## src/rtl/sort_unloader.sv

```systemverilog
// sort_unloader: snapshots the sorter's eight ranked outputs on the rising
// edge of done and streams them one per valid/ready transfer.
// Optional build macro SORT_UNLOADER_DESCEND_EN: stream highest-first.
module sort_unloader #(
    parameter int W = 4,
    parameter int N = 8
) (
    input  logic         clk,
    input  logic         rst,
    input  logic         done,
    input  logic [W-1:0] LT,
    input  logic [W-1:0] LO,
    input  logic [W-1:0] LM,
    input  logic [W-1:0] ME,
    input  logic [W-1:0] MH,
    input  logic [W-1:0] HI,
    input  logic [W-1:0] HR,
    input  logic [W-1:0] HT,
    input  logic         ready,
    output logic [W-1:0] OUT,
    output logic         valid,
    output logic         last,
    output logic         busy
);

    typedef enum logic [1:0] {IDLE, SEND, HOLD} state_t;

    state_t              state_q, state_d;
    logic                done_q;
    logic [N-1:0][W-1:0] sbuf_q, sbuf_d;
    logic [2:0]          idx_q, idx_d;
    logic [W-1:0]        out_q, out_d;
    logic                valid_q, valid_d;
    logic                last_q, last_d;
    logic [N-1:0][W-1:0] snap;
    logic                start;
    logic                xfer;

    // Slot 0 is streamed first; the macro only changes the load order.
`ifdef SORT_UNLOADER_DESCEND_EN
    assign snap = {LT, LO, LM, ME, MH, HI, HR, HT};
`else
    assign snap = {HT, HR, HI, MH, ME, LM, LO, LT};
`endif

    assign start = done & ~done_q;
    assign xfer  = valid_q & ready;

    // Next-state and registered-output values; everything holds by default.
    always_comb begin
        state_d = state_q;
        sbuf_d  = sbuf_q;
        idx_d   = idx_q;
        out_d   = out_q;
        valid_d = valid_q;
        last_d  = last_q;
        case (state_q)
            IDLE: begin
                if (start) begin
                    sbuf_d  = snap;
                    idx_d   = 3'd0;
                    out_d   = snap[0];
                    valid_d = 1'b1;
                    last_d  = 1'b0;
                    state_d = SEND;
                end
            end
            SEND: begin
                if (xfer) begin
                    if (idx_q == 3'd7) begin
                        idx_d   = 3'd0;
                        out_d   = '0;
                        valid_d = 1'b0;
                        last_d  = 1'b0;
                        state_d = done ? HOLD : IDLE;
                    end else begin
                        idx_d  = idx_q + 3'd1;
                        out_d  = sbuf_q[idx_d];
                        last_d = (idx_d == 3'd7);
                    end
                end
            end
            HOLD: begin
                // One stream per done assertion: wait for done to fall.
                if (!done) state_d = IDLE;
            end
            default: begin
                state_d = IDLE;
                idx_d   = 3'd0;
                out_d   = '0;
                valid_d = 1'b0;
                last_d  = 1'b0;
            end
        endcase
    end

    // State, snapshot and output registers; reset aborts any stream at once.
    always_ff @(posedge clk or posedge rst) begin
        if (rst) begin
            state_q <= IDLE;
            done_q  <= 1'b0;
            sbuf_q  <= '0;
            idx_q   <= 3'd0;
            out_q   <= '0;
            valid_q <= 1'b0;
            last_q  <= 1'b0;
        end else begin
            state_q <= state_d;
            done_q  <= done;
            sbuf_q  <= sbuf_d;
            idx_q   <= idx_d;
            out_q   <= out_d;
            valid_q <= valid_d;
            last_q  <= last_d;
        end
    end

    assign OUT   = out_q;
    assign valid = valid_q;
    assign last  = last_q;
    assign busy  = valid_q;

endmodule

```

## config.mk

```make
export PLATFORM = sky130hd
export DESIGN_NAME = sort_unloader
export DESIGN_NICKNAME = d
export VERILOG_FILES = /design/src/rtl/sort_unloader.sv
export SDC_FILE = /design/constraint.sdc
export NUM_CORES = 1
export LEC_CHECK = 0
export CELL_PAD_IN_SITES_DETAIL_PLACEMENT = 1
export CELL_PAD_IN_SITES_GLOBAL_PLACEMENT = 2
export CORE_MARGIN = 4
export CORE_UTILIZATION = 27
export CTS_CLUSTER_SIZE = 12
export DETAILED_ROUTE_END_ITERATION = 12
export MAX_ROUTING_LAYER = met4
export PLACE_DENSITY = 0.84
export SETUP_SLACK_MARGIN = 0.02
export SLEW_MARGIN = 20
export SYNTH_ARGS = -nofsm -noshare
export SYNTH_HDL_FRONTEND = slang
export SYNTH_SLANG_ARGS = --single-unit
export TNS_END_PERCENT = 1
```

## constraint.sdc

```tcl
create_clock -name clk -period 1.8 [get_ports clk]
set_clock_uncertainty 0.15 [all_clocks]
set_input_delay 0.36 -clock clk [delete_from_list [all_inputs] [get_ports clk]]
set_output_delay 0.36 -clock clk [all_outputs]
set_load 0.1 [all_outputs]
```

# Yosys cells after proc, flatten, opt, wreduce, memory -nomap -nowiden
# Index checks and enable logic that the tools add are counted.
[totals]
elab_cells = 57
register_bits = 44
[classes]
n_mux = 24
add_sub_neg = 1
magnitude_cmp = 1
reduce_logical = 5
n_bitwise = 4
eq_ne = 8
[op_table]
columns = ["cell", "n"]
rows = [
  ["two-way mux 4 bit", 4],
  ["binary-select mux 4 bit (select 3 bit)", 1],
  ["case mux 4 bit (3 select lines)", 1],
  ["two-way mux 2 bit", 5],
  ["two-way mux 3 bit", 3],
  ["case mux 3 bit (3 select lines)", 1],
  ["!= test 2 bit, second input constant", 4],
  ["AND reduction 4 bit", 2],
  ["== test 3 bit, second input constant", 2],
  ["two-way mux 1 bit", 6],
  ["case mux 1 bit (3 select lines)", 2],
  ["case mux 2 bit (3 select lines)", 1],
  ["less-than comparator 3 x 4 -> 1 bit, second input constant", 1],
  ["adder 3 x 1 -> 3 bit, second input constant", 1],
  ["AND reduction 3 bit", 1],
  ["bitwise AND 1 bit", 2],
  ["== test 2 x 1 -> 1 bit, second input constant", 1],
  ["== test 2 bit, second input constant", 1],
  ["zero test 2 bit", 1],
  ["NOT 1 bit", 2],
  ["AND reduction 2 bit", 1],
]

# Longest topological paths before layout
[depth]
ltp_word = 6
mapped_depth = 7
mapped_depth_nobuf = 5

# Worst setup path before layout
# No wires, ideal clock.
[synth_timing]
path_type = "reg2reg"
startpoint = "register valid_q (netlist: busy)"
endpoint = "register out_q[0] (netlist: OUT[0])"
arrival_ps = 1829
n_path_buf = 1
stages_incl_launch_ff = 5
setup_slack_ps = -283
required_time_ps = 1546
setup_time_ps = 104
path_cell_list = "dfrtp_1 > nand2_1 > or3_1 > clkbuf_1 > o311ai_1"
[synth_between]
elab_chain_len = 3
[synth_lines]
columns = ["element", "line", "text"]
rows = [
  ["start, declared", "33", "logic valid_q, valid_d;"],
  ["start signal, assigned", "113", "valid_q <= valid_d;"],
  ["bitwise AND 1 bit", "47", "assign xfer = valid_q & ready;"],
  ["!= test 2 bit (no source line)", "--", ""],
  ["AND reduction 3 bit (no source line)", "--", ""],
  ["end signal, assigned", "112", "out_q <= out_d;"],
  ["end, declared", "32", "logic [W-1:0] out_q, out_d;"],
]
# Every way passes these cells.
# A chain may end at the register's enable or synchronous reset.

# Final worst setup path
[layout_timing]
startpoint = "register idx_q[0]"
endpoint = "register out_q[2] (netlist: OUT[2])"
[layout_between]
elab_chain_len = 6
elab_cells_between_ends = 7
classes_between = "1 x add/sub; 1 x eq/ne; 5 x mux"
[layout_lines]
columns = ["element", "line", "text"]
rows = [
  ["start, declared", "31", "logic [2:0] idx_q, idx_d;"],
  ["start signal, assigned", "111", "idx_q <= idx_d;"],
  ["adder 3 x 1 -> 3 bit", "77", "idx_d = idx_q + 3'd1;"],
  ["binary-select mux 4 bit (select 3 bit)", "78", "out_d = sbuf_q[idx_d];"],
  ["two-way mux 4 bit (not written as such)", "78", ""],
  ["two-way mux 4 bit *", "70", "if (idx_q == 3'd7) begin"],
  ["two-way mux 4 bit *", "69", "if (xfer) begin"],
  ["case mux 4 bit (3 select lines) *", "57", "case (state_q)"],
]
# Every way passes the cells marked *; elsewhere a longest branch is shown, timed or not. The select of a mux whose other input is x is not followed.

==> out/qor.csv <==
metric;value;unit
Syn. warnings;0;
Via density;4.50;
DRC viols;0;
initial antenna violation count;0;
Switching Fraction;0.382;
synthesis-stage register bit count;44;
Critical Path End Type;register;
failing checks;setup timing;
status;finished with violations;
number of clock sinks;44;
Post-Synth Simple-Gate Area;0.226;
antenna viol nets, final;0;
HPWL Detailed;3.90;mm
final wirelength;5.46;mm
largest net degree at the start of global routing;45;
Post-synth EDFFs;0;
Root Buffer;clkbuf_8;
Vias;1689;
Slew headroom;0.685;
die height;94.8;um
final instance area;0.00312;mm^2
ratio of cells with drive above 1 in the final layout;0.261;
Final Cycle Share;1.01;
DRT Pass-1 Iters;4;
Final setup viols;2;
GP Congestion;0.753;
combinational share of power;0.548;
total chip power;6.33;mW
ranking of synthesized cells by area;dfrtp_1 54%, nand2_1 18%, mux2_2 8.9%, o22ai_1 2.5%, ha_1 1.8%;
cell row count;31;
CTS tree;yes;
Post-Syn Area;0.00204;mm^2
worst setup margin;-0.0119;ns
Yosys top cell area share;0.541;
vias in the first global route;1835;
syn_nets;256;
H-tree depth;2;
compound-gate portion of the synthesized area;0.0916;
I/O pin count;43;
All-Layer GR Usage;0.132;
Synth Instances;217;
Port Buffers;42;
CTS clock-pin slew for the worst setup and hold paths;0.09;ns
Leak;1.48;nW
fin crit period;1.81;ns
Core ar.;0.00729;mm^2
Clock power frac;0.165;
pwr dens;2030;mW/mm^2
CTS Buffer Depth;2;
worst-path maximum fanout;5;
most frequent cells in the layout;99 x nand2_1, 42 x dfrtp_1, 34 x clkdlybuf4s50_1, 13 x buf_4, 10 x buf_12;
switching pwr;2.42;mW
wire length per cell;14.6;um
Hold Violations, Final;0;
Initial Utilization;0.279;
measured slew at the worst slew-check pin;0.473;ns
Placement Cell Area;0.00279;mm^2
critical path class;register to register;
first-pass GRT wire length;8.97;mm
Max IR drop VDD;610;uV
ANT cells;0;
Cell Int Power;3.91;mW
Cell variety after synth;26;
Worst-Skew Late Latency;0.30;ns
post-synthesis adder-cell area fraction;0.0184;
type of the worst min-delay path;primary input to register;
Overflow after GRT;0;
die area;0.00899;mm^2
combinational family with the most area after synthesis;simple AND/OR/NAND/NOR gates;
# hold bufs at CTS;0;
First DRT Iteration DRCs;52;
Worst Hold Margin;0.169;ns
multiplexer share of the synthesized area;0.0885;
Util after Layout;0.428;
setup repair bufs after CTS;0;
commonest non-fill, non-tap cell in the layout;nand2_1;
CP required;1.83;ns
Slew Viols, Final;0;
final layout net count;314;
Area Overhead vs Synth;53.2;%
RSZ-0062 raised after global routing;yes;
fmax;0.552;GHz
post-synthesis sequential area ratio;0.541;
xor/xnor cell area share of the yosys netlist;0;
Avg Cell Area, Syn;9.38;um^2
Max Cap Viol;0;
critical path data arrival time;1.84;ns
Post-synth top flop;dfrtp_1;
CP Launch Type;register;
FFs w/ async S/R, synth;1.00;
Die Wd;94.8;um
area leader, netlist;dfrtp_1;
share of power burned in registers;0.287;
cts bufs inserted;5;
final cells by class:
class / count / area [um^2]
Fill cell: 852 / 4170
Sequential cell: 44 / 1100
Multi-Input combinational cell: 158 / 1000
Timing Repair Buffer: 63 / 721
Tap cell: 99 / 124
Clock inverter: 3 / 90.1
Clock buffer: 5 / 68.8
Inverter: 3 / 11.3
registers in the layout, summed over array words and instances, names as in the netlist:
register / count
state_q: 2
OUT: 4
sbuf_q: 32
done_q: 1
last: 1
busy: 1
idx_q: 3
logic make-up (layout without fill, tap and decap cells):
| family | count (synthesis) | after routing |
|---|---|---|
| and+or+nand+nor | 112 | 112 |
| muxes | 16 | 16 |
| buffers and inverters | 15 | 74 |
| DFF | 44 | 44 |
| AOI/OAI and AO/OA | 27 | 27 |
| adders and majority gates | 3 | 3 |
worst max-delay path, cell delays in order, from the launching register on:
cell,delay [ns]
dfrtp_2,0.42
inv_2,0.06
ha_4,0.32
clkbuf_16,0.16
mux2_4,0.30
o22ai_1,0.18
o311ai_1,0.11
synthesized netlist by cell type, types with 2 or more instances:
| master | instances |
|---|---|
| a21oi_1 | 2 |
| buf_2 | 3 |
| clkbuf_1 | 7 |
| dfrtp_1 | 44 |
| ha_1 | 3 |
| inv_1 | 3 |
| mux2_2 | 16 |
| nand2_1 | 100 |
| nand2b_1 | 4 |
| o211ai_1 | 5 |
| o21ai_0 | 4 |
| o22ai_1 | 8 |
| o2bb2ai_1 | 2 |
| o311ai_1 | 4 |
power groups by stage:
stage	logic (mW)	clock network [mW]	registers [mW]
after global routing	3.73	1.10	1.89
final	3.47	1.04	1.82
after detailed placement	2.88	0	1.82
after CTS	3.14	1.07	1.81
after floorplan	1.52	0	2.12
after global placement	2.81	0	1.79
through the flow:
step                      cells  setup slack [ns]  setup TNS (ns)
after floorplan             217           -0.0254          -0.101
after global placement      366            -0.259           -8.62
after detailed placement    366            -0.317          -10.01
after CTS                   374           -0.0337          -0.116
after global routing        375           -0.0742          -0.371
final                       375           -0.0119         -0.0218
worst paths after layout:
| check | start | to | slack, ns | cells past startpoint |
|---|---|---|---|---|
| setup reg to reg | idx_q[0] | OUT[2] | -0.01 | 6 |
| setup / recovery | idx_q[0] | OUT[2] | -0.01 | 6 |
| max in group asynchronous | rst | busy | 1.00 | 3 |
| hold / removal | done | done_q | 0.17 | 2 |
| min in group asynchronous | rst | sbuf_q[13] | 0.27 | 3 |
| hold reg to reg | sbuf_q[21] | sbuf_q[21] | 0.33 | 2 |
metal layers:
layer / part of all wire / vias to the layer above / GRT usage
li1: - / 837 / -
met2: 0.50 / 30 / 0.220
met5: 0 / - / -
met4: 0.0077 / 0 / 0.0349
met1: 0.45 / 818 / 0.159
met3: 0.046 / 4 / 0.0335
what timing repair did:
item,CTS,global route
resized for setup,18,15
setup endpoints to repair,16,27
cloned,0,1
pin swaps,0,9
Note: power is estimated with default switching activity, not from simulation.
